[src/rtl/uart_tx.sv]
// uart_tx: 8-bit UART transmitter (LSB first, idle-high line) fed by a small FIFO.
// Latency: push at edge k into an empty FIFO while idle -> pop at k+1 -> tx low from k+2.
// Backpressure: tx_ready drops while the FIFO is full; a push offered while full is dropped.
//
// Ports:
//   clk, rst_n            system clock (posedge), asynchronous active-low reset
//   tx_data, tx_valid     byte offered by the producer
//   tx_ready              FIFO not full (from the registered entry count)
//   tx                    registered serial line
//   tx_busy               high for every line cycle of a frame, across back-to-back frames
//   fifo_count            entries currently held
// Optional feature: define UART_TX_PARITY_EN to insert an even-parity bit after D7.
module uart_tx #(
  parameter int CLOCK_FREQ = 100_000_000,
  parameter int BAUD_RATE  = 9600,
  parameter int FIFO_DEPTH = 4,
  parameter int STOP_BITS  = 1
) (
  input  logic                          clk,
  input  logic                          rst_n,
  input  logic [7:0]                    tx_data,
  input  logic                          tx_valid,
  output logic                          tx_ready,
  output logic                          tx,
  output logic                          tx_busy,
  output logic [$clog2(FIFO_DEPTH):0]   fifo_count
);

  localparam int BAUD_TICKS = CLOCK_FREQ / BAUD_RATE;
  localparam int CNT_W      = ($clog2(BAUD_TICKS) > 16) ? $clog2(BAUD_TICKS) : 16;
  localparam int PTR_W      = $clog2(FIFO_DEPTH);
  localparam int FCNT_W     = PTR_W + 1;

  localparam logic [CNT_W-1:0]  BAUD_LAST = CNT_W'(BAUD_TICKS - 1);
  localparam logic [FCNT_W-1:0] FULL_CNT  = FCNT_W'(FIFO_DEPTH);
  localparam logic [2:0]        STOP_LAST = 3'(STOP_BITS - 1);

`ifdef UART_TX_PARITY_EN
  typedef enum logic [2:0] {S_IDLE, S_START, S_DATA, S_PARITY, S_STOP} state_t;
`else
  typedef enum logic [2:0] {S_IDLE, S_START, S_DATA, S_STOP} state_t;
`endif

  state_t             state_q, state_d;
  logic [CNT_W-1:0]   baud_q, baud_d;
  logic [2:0]         bit_q, bit_d;
  logic [7:0]         data_q, data_d;
  logic               tx_q, tx_d;
  logic               busy_q, busy_d;
  logic [7:0]         mem_q [FIFO_DEPTH];
  logic [7:0]         mem_d [FIFO_DEPTH];
  logic [PTR_W-1:0]   wr_q, wr_d;
  logic [PTR_W-1:0]   rd_q, rd_d;
  logic [FCNT_W-1:0]  count_q, count_d;

  logic full;
  logic empty;
  logic push;
  logic pop;
  logic baud_end;

  assign full     = (count_q == FULL_CNT);
  assign empty    = (count_q == '0);
  // Full is judged on the registered count, so a same-cycle pop never frees room for a push.
  assign push     = tx_valid && !full;
  assign baud_end = (baud_q == BAUD_LAST);

  // Frame sequencing
  always_comb begin
    state_d = state_q;
    baud_d  = baud_q;
    bit_d   = bit_q;
    data_d  = data_q;
    pop     = 1'b0;

    if (state_q != S_IDLE) begin
      baud_d = baud_end ? '0 : baud_q + 1'b1;
    end

    case (state_q)
      S_IDLE: begin
        if (!empty) begin
          pop     = 1'b1;
          state_d = S_START;
          baud_d  = '0;
          bit_d   = '0;
        end
      end
      S_START: begin
        if (baud_end) begin
          state_d = S_DATA;
          bit_d   = '0;
        end
      end
      S_DATA: begin
        if (baud_end) begin
          // 3-bit index wraps to 0 after D7, ready to count stop bits.
          bit_d = bit_q + 1'b1;
          if (bit_q == 3'd7) begin
`ifdef UART_TX_PARITY_EN
            state_d = S_PARITY;
`else
            state_d = S_STOP;
`endif
          end
        end
      end
`ifdef UART_TX_PARITY_EN
      S_PARITY: begin
        if (baud_end) begin
          state_d = S_STOP;
          bit_d   = '0;
        end
      end
`endif
      S_STOP: begin
        if (baud_end) begin
          if (bit_q == STOP_LAST) begin
            bit_d = '0;
            // Chain straight into the next start bit when data is waiting.
            if (!empty) begin
              pop     = 1'b1;
              state_d = S_START;
            end else begin
              state_d = S_IDLE;
            end
          end else begin
            bit_d = bit_q + 1'b1;
          end
        end
      end
      default: begin
        state_d = S_IDLE;
      end
    endcase

    if (pop) begin
      data_d = mem_q[rd_q];
    end
  end

  // FIFO storage and occupancy
  always_comb begin
    mem_d   = mem_q;
    wr_d    = wr_q;
    rd_d    = rd_q;
    count_d = count_q;
    if (push) begin
      mem_d[wr_q] = tx_data;
      wr_d        = wr_q + 1'b1;
    end
    if (pop) begin
      rd_d = rd_q + 1'b1;
    end
    case ({push, pop})
      2'b10:   count_d = count_q + 1'b1;
      2'b01:   count_d = count_q - 1'b1;
      default: count_d = count_q;
    endcase
  end

  // Line and busy are registered from the current state, so both trail the FSM by one cycle
  // and cover exactly the frame as seen on the pin.
  always_comb begin
    case (state_q)
      S_START:  tx_d = 1'b0;
      S_DATA:   tx_d = data_q[bit_q];
`ifdef UART_TX_PARITY_EN
      S_PARITY: tx_d = ^data_q;
`endif
      default:  tx_d = 1'b1;
    endcase
    busy_d = (state_q != S_IDLE);
  end

  always_ff @(posedge clk or negedge rst_n) begin
    if (!rst_n) begin
      state_q <= S_IDLE;
      baud_q  <= '0;
      bit_q   <= '0;
      data_q  <= '0;
      tx_q    <= 1'b1;
      busy_q  <= 1'b0;
      mem_q   <= '{default: '0};
      wr_q    <= '0;
      rd_q    <= '0;
      count_q <= '0;
    end else begin
      state_q <= state_d;
      baud_q  <= baud_d;
      bit_q   <= bit_d;
      data_q  <= data_d;
      tx_q    <= tx_d;
      busy_q  <= busy_d;
      mem_q   <= mem_d;
      wr_q    <= wr_d;
      rd_q    <= rd_d;
      count_q <= count_d;
    end
  end

  assign tx_ready   = !full;
  assign tx         = tx_q;
  assign tx_busy    = busy_q;
  assign fifo_count = count_q;

endmodule

[config.mk]
export PLATFORM = sky130hd
export DESIGN_NAME = uart_tx
export DESIGN_NICKNAME = d
export VERILOG_FILES = /design/src/rtl/uart_tx.sv
export SDC_FILE = /design/constraint.sdc
export NUM_CORES = 1
export LEC_CHECK = 0
export CAP_MARGIN = 20
export CORE_MARGIN = 4
export CORE_UTILIZATION = 54
export CTS_BUF_LIST = sky130_fd_sc_hd__clkbuf_8
export DETAILED_ROUTE_END_ITERATION = 12
export PLACE_DENSITY = 0.73
export RECOVER_POWER = 100
export SETUP_SLACK_MARGIN = 0.5
export SYNTH_ARGS = -nofsm -noshare
export SYNTH_HDL_FRONTEND = slang
export SYNTH_SLANG_ARGS = --single-unit
[constraint.sdc]
create_clock -name clk -period 7.2 [get_ports clk]
set_input_delay 0.72 -clock clk [delete_from_list [all_inputs] [get_ports clk]]
set_output_delay 0.72 -clock clk [all_outputs]
set_load 0.03 [all_outputs]
==> impl_results.md, run 1 <==
- Status: finished, violations left
- Failing checks: capacitance limit, slew limit
- Layout Utilization: between 60 and 70%
- Final Critical Period: 3.825 ns
- Final hold vios: 0
- TritonCTS buffer count: 9
- RSZ-0062 raised after global routing: no
- Fin. max-slew vios: 82
- Total track usage: 19.07%
- Area growth, synth to finish: 11.27%
- Synth Area in Compound Gates: 8.732%
- Setup TNS: 0 ns
- Crit. End Element: async pin
- Largest family of logic cells by synthesized area: multiplexers
- Max-cap violations: 2
- Slew @ Worst Pin: 3.701 ns
- Total core area: 6386 µm²
- Largest net degree at the start of global routing: 71
- Ys flop type: dfrtp_1
- Buffers on Ports: 16
- Most frequent cells after synthesis: dfrtp_1, mux2_2, nand2_1
- CTS Hold Bufs: 0
- Worst skew pair latency: 0.35 ns
- Clock sinks: 70
- Clock transition at path regs: 0.08 ns
- XOR/XNOR share of the synthesized area: 1.725%
- Remaining DRCs: 0
- Layout Skew: 0.01015 ns
- Worst hold path type: register to register
- Power Dens Cells: 426.2 nW/µm²
- Buf+Inv Stages, Crit Path: 2
- Peak supply drop: approximately 0.24 mV
- Crit path max-delay family: buffers and inverters
- Antenna cells: 0
- Netlist cell types: 56
- CTS Buffer Depth: 2
- Syn avg cell area: about 12 µm²
- Critical path data required time: 6.81 ns
- Vias in the first global route: 2397
- Crit path cell chain: buf_2 > clkbuf_1
- Peak Freq: 261.5 MHz
- Final net count: 331
- Setup violations, final: 0
- Post-synth EDFFs: 0
- Cts repair resizes: 0
- Mean routed wirelength per cell: between 15 and 20 µm
- DR vias: 2304
- I/O pin cnt: 17
- Leak: 0.001694 µW
- Chip Height: 89.12 µm
- Area share of the largest cell type after synthesis: 48.59%
- Mux cell area share after synthesis: 21.97%
- CP startpoint kind: input port
- Area contributors post-synth: dfrtp_1, mux2_2, mux4_2, ha_1, nand2_1
- Routed Wire Length: 6.627 mm
- Antenna violations before repair: 0
- R2r setup slk: around 4 ns
- First-pass DRT Iterations: 4
- Core Rows: 29
- Simple-gate share of the synthesized area: 10.39%
- GPL Wtd Cong: between 0.8 and 0.9
- Adder-cell share of the synthesized area: 5.141%
- Layout cells sized above 1: ~24%
- Initial Utilization: 55.64%
- Yosys warns: 0
- Sequential share of the synthesized area: about half
- Net Count, Synth: between 300 and 400
- Drt initial violations: 149
- Seq cells post-synth: 70
- CP max-delay cell: clkbuf_1
- Period utilisation layout: between 50% and 60%
- Vias per cell: 5.938
- Post-CTS setup buffer count: 0
- Mapped cell area: 3553 µm²
- Post-Synthesis Cells: 286
- Die W: 89.12 µm
- Htree depth: 3
- Final ANT Viol Nets: 0
- DPL Wire Length: between 4 and 5 mm
- CP max stage delay: 2.57 ns
- Post-synth ARST share: 100.0%
- Setup Crit Path Kind: input port to async pin
- GRT overflow: 0
- CTS Root Cell: clkbuf_8
- CTS tree: yes
- First-pass GRT wire length: 11.43 mm
- Rel. slew slack: -146.7%
- CP max FO: 70
- Most common cell in the synthesized netlist: dfrtp_1
- Yosys top cell by area: dfrtp_1
- Die Area: roughly 7900 µm²
- CP arrival: around 3.4 ns
[metal layers]
layer,wire length (µm),track usage [%]
met5,0,0
met4,133,7.848
met3,187,4.424
met2,3154,29.47
met1,3151,26.11
[power breakdown]
group	internal (µW)	leakage (µW)	switching, µW
combinational	364	0.000738	310
sequential	559	0.000859	123
clock	164	0.0000968	165
[kinds of logic after synthesis]
group           count (synthesis)
flops                          70
simple gates                   67
mux                            60
compound gates                 43
buf+inv                        25
fa+ha+maj                      14
xor+xnor                        7
[final timing paths]
path,to,from,cells past startpoint
worst max register to register,fifo_count[2]$_DFFE_PN0P_,fifo_count[0]$_DFFE_PN0P_,10
min in group asynchronous,baud_q[8]$_DFF_PN0_,rst_n,2
worst max-delay path,mem_q[24]$_DFFE_PN0P_,rst_n,2
worst min register to register,baud_q[15]$_DFF_PN0_,baud_q[15]$_DFF_PN0_,1
worst min-delay path,baud_q[15]$_DFF_PN0_,baud_q[15]$_DFF_PN0_,1
max in group clk,fifo_count[2]$_DFFE_PN0P_,fifo_count[0]$_DFFE_PN0P_,10
[layout by cell type (no fill, tap or decap), types with 4 or more instances in the layout]
master,n
dlygate4sd3_1,7
mux2i_1,6
mux2_2,43
ha_1,13
nor2_1,8
dfrtp_1,69
xnor2_1,4
mux4_2,10
nand2b_1,4
clkdlybuf4s50_1,8
a31oi_1,7
a21oi_1,7
nand2_1,20
inv_1,16
clkbuf_8,9
nor3_1,5
o21ai_0,11
nand3_1,5
[per-stage QoR]
| stage | cell area (µm²) | hold slack (ns) | total power, µW | worst slack (ns) | std cells |
|---|---|---|---|---|---|
| 6_report | 3954 | 0.5044 | 1685 | 3.376 | 388 |
| 3_5_place_dp | 3780 | 0.4854 | 1387 | 4.331 | 372 |
| 5_1_grt | 3954 | 0.5055 | 1812 | 2.546 | 388 |
| 2_1_floorplan | 3553 | 0.4244 | 1206 | 4.571 | 286 |
| 3_3_place_gp | 3780 | 0.4800 | 1354 | 4.423 | 372 |
| 4_1_cts | 3984 | 0.4990 | 1720 | 4.288 | 388 |
[registers in the layout (all words and copies together), names as in the netlist]
name	flops
baud_q	16
state_q	2
tx_busy	1
bit_q	3
tx	1
data_q	8
mem_q	32
fifo_count	3
wr_q	2
rd_q	2
[cell type report]
class / count / area, µm²
Timing Repair Buffer: 17 / 158.9
Tap cell: 77 / 96.34
Multi-Input combinational cell: 191 / 1678
Sequential cell: 70 / 1753
Fill cell: 503 / 2432
Clock inverter: 7 / 80.08
Inverter: 17 / 63.81
Clock buffer: 9 / 123.9
No activity file was read; power rests on OpenSTA's default activity.
==> inputs of run 2 (changes only) <==
==> constraint.sdc (replaced) <==
create_clock -name clk -period 3.9 [get_ports clk]
set_input_delay 0.39 -clock clk [delete_from_list [all_inputs] [get_ports clk]]
set_output_delay 0.39 -clock clk [all_outputs]
set_load 0.03 [all_outputs]
==> impl_results.md, run 2 (same netlist as run 1, synthesis figures left out) <==
- CTS Root Cell: clkbuf_8
- CTS Buffer Depth: 2 (unchanged)
- Most frequent cells in the layout: dfrtp_1, mux2_2, nand2_1
- Pwr Total: 3101 µW (+84%)
- Final Critical Period: 3.181 ns
- Drt initial violations: 136 (-8.7%)
- Fin. max-slew vios: 52 (-37%)
- TritonCTS buffer count: 9 (unchanged)
- Die Area: 7942 µm² (unchanged)
- RSZ-0062 raised after global routing: no
- Critical path startpoint: baud_q[12]$_DFF_PN0_
- Critical path data required time: 4.17 ns (-2.64 ns)
- CP arrival: 3.45 ns (about the same)
- Antenna violations before repair: 0 (unchanged)
- CP max FO: 10 (-86%)
- Final net count: 333 (+0.60%)
- Total track usage: 19.23% (+0.15 points)
- Most common cell after layout, fill and taps aside: dfrtp_1
- Reg2Reg Capture Point: fifo_count[2]$_DFFE_PN0P_
- Reg2reg path depth: 10 (unchanged)
- Top Metal Used: met4
- Max-cap violations: 2 (unchanged)
- Total core area: 6386 µm² (unchanged)
- I/O pin cnt: 17 (unchanged)
- Vias in the first global route: 2355 (-1.8%)
- Cts repair resizes: 0 (unchanged)
- Largest net degree at the start of global routing: 41 (-42%)
- CTS tree: yes
- Initial Utilization: 55.64% (unchanged)
- Largest register FFs: 32 (unchanged)
- DPL Wire Length: 4.709 mm (+2.6%)
- Met1 Wirelength: 3.134 mm (-0.54%)
- Post-CTS setup buffer count: 0 (unchanged)
- CP startpoint kind: register
- First-pass GRT wire length: 11.45 mm (+0.12%)
- Worst hold path type: register to register
- Largest registers: mem_q (32), baud_q (16), data_q (8)
- Peak Freq: 314.4 MHz
- Final ANT Viol Nets: 0 (unchanged)
- Setup TNS: 0 ns (unchanged)
- R2r setup slk: 0.72 ns (-3.27 ns)
- Antenna cells: 0 (unchanged)
- Remaining DRCs: 0 (unchanged)
- Met2 Routed Length: 3.282 mm (+4.1%)
- Layout cells sized above 1: 23.64% (-0.47 points)
- Area growth, synth to finish: 11.41%
- DR WL met3: 200 µm (+7.0%)
- Crit. End Element: register
- Clock sinks: 70 (unchanged)
- Mean routed wirelength per cell: 17.19 µm (+0.66%)
- Chip Height: 89.12 µm (unchanged)
- Period utilisation layout: roughly four fifths
- Htree depth: 3 (unchanged)
- Setup Crit Path Kind: register to register
- Core Rows: 29 (unchanged)
- Final hold vios: 0 (unchanged)
- Buffers on Ports: 16 (unchanged)
- Largest Register: mem_q
- DR vias: 2328 (+1.0%)
- GPL Wtd Cong: 0.7921 (-2.6%)
- CTS Hold Bufs: 0 (unchanged)
- Rel. slew slack: -40.54% (+110 points)
- Power Dens Cells: 783.3 nW/µm² (+84%)
- Routed Wire Length: 6.705 mm (+1.2%)
- Worst Setup EP: fifo_count[2]$_DFFE_PN0P_
- GRT overflow: 0 (unchanged)
- First-pass DRT Iterations: 4 (unchanged)
- Failing checks: capacitance limit, slew limit
- Clock transition at path regs: 0.08 ns (about the same)
- Worst skew pair latency: 0.35 ns (about the same)
- Leak: 0.001709 µW (+0.85%)
- Slew @ Worst Pin: 2.108 ns (-1.593 ns)
- Status: finished, violations left
- Layout Skew: 0.008029 ns (-0.002123 ns)
- Die W: 89.12 µm (unchanged)
- Reg2reg start: baud_q[12]$_DFF_PN0_
- Vias per cell: 5.969 (+0.52%)
- Peak supply drop: 0.4637 mV (+90%)
- Setup violations, final: 0 (unchanged)
-- run 2: where the power goes --
group | total (µW) | switching (µW) | internal, µW
clock network | 591 | 279 | 312
registers | 1260 | 227 | 1030
logic | 1250 | 577 | 674
total | 3100 | 1080 | 2020
-- run 2: metrics by stage --
step	instances	cell area (µm²)	setup WS, ns	utilization [%]	hold slack, ns
finish	390	3959	0.7189	61.99	0.5042
global route	390	3959	0.5233	61.99	0.5205
CTS	390	3994	0.9534	62.54	0.1916
detailed placement	374	3795	0.9883	59.42	0.4910
global placement	374	3795	1.126	59.42	0.4752
floorplan	286	3553	1.271	-	0.09441
-- run 2: how the worst min path moves through the flow --
stage	cells after the start	startpoint	slack, ns	end
3_5_place_dp	1	mem_q[7]$_DFFE_PN0P_	0.49	mem_q[7]$_DFFE_PN0P_
6_report	1	mem_q[7]$_DFFE_PN0P_	0.50	mem_q[7]$_DFFE_PN0P_
4_1_cts	1	rst_n	0.19	baud_q[15]$_DFF_PN0_
5_1_grt	1	data_q[7]$_DFFE_PN0P_	0.52	data_q[7]$_DFFE_PN0P_
2_1_floorplan	0	rst_n	0.09	baud_q[0]$_DFF_PN0_
3_3_place_gp	1	baud_q[15]$_DFF_PN0_	0.48	baud_q[15]$_DFF_PN0_
-- run 2: routing by layer --
| metal | track usage [%] | vias to the layer above |
|---|---|---|
| li1 | - | 1098 |
| met5 | 0 | - |
| met4 | 8.525 | 0 |
| met3 | 3.594 | 12 |
| met1 | 25.54 | 1191 |
| met2 | 30.88 | 27 |
-- run 2: area by class of cell --
cell class              count  area [µm²]
clock buffers              10       137.6
clock inverters             6       61.31
fillers                   524        2427
inverters                  17       63.81
multi-input cells         191        1678
flip-flops and latches     70        1753
well taps                  77       96.34
repair buffers             19       168.9
-- run 2: critical path, cell delays in order, from the launching register on --
cell     delay, ns
dfrtp_1       0.44
or4b_1        0.61
and4b_1       0.41
a31oi_1       0.41
inv_1         0.16
ha_1          0.20
inv_1         0.06
fa_1          0.38
xor2_1        0.16
nor2_1        0.12
xor2_1        0.15
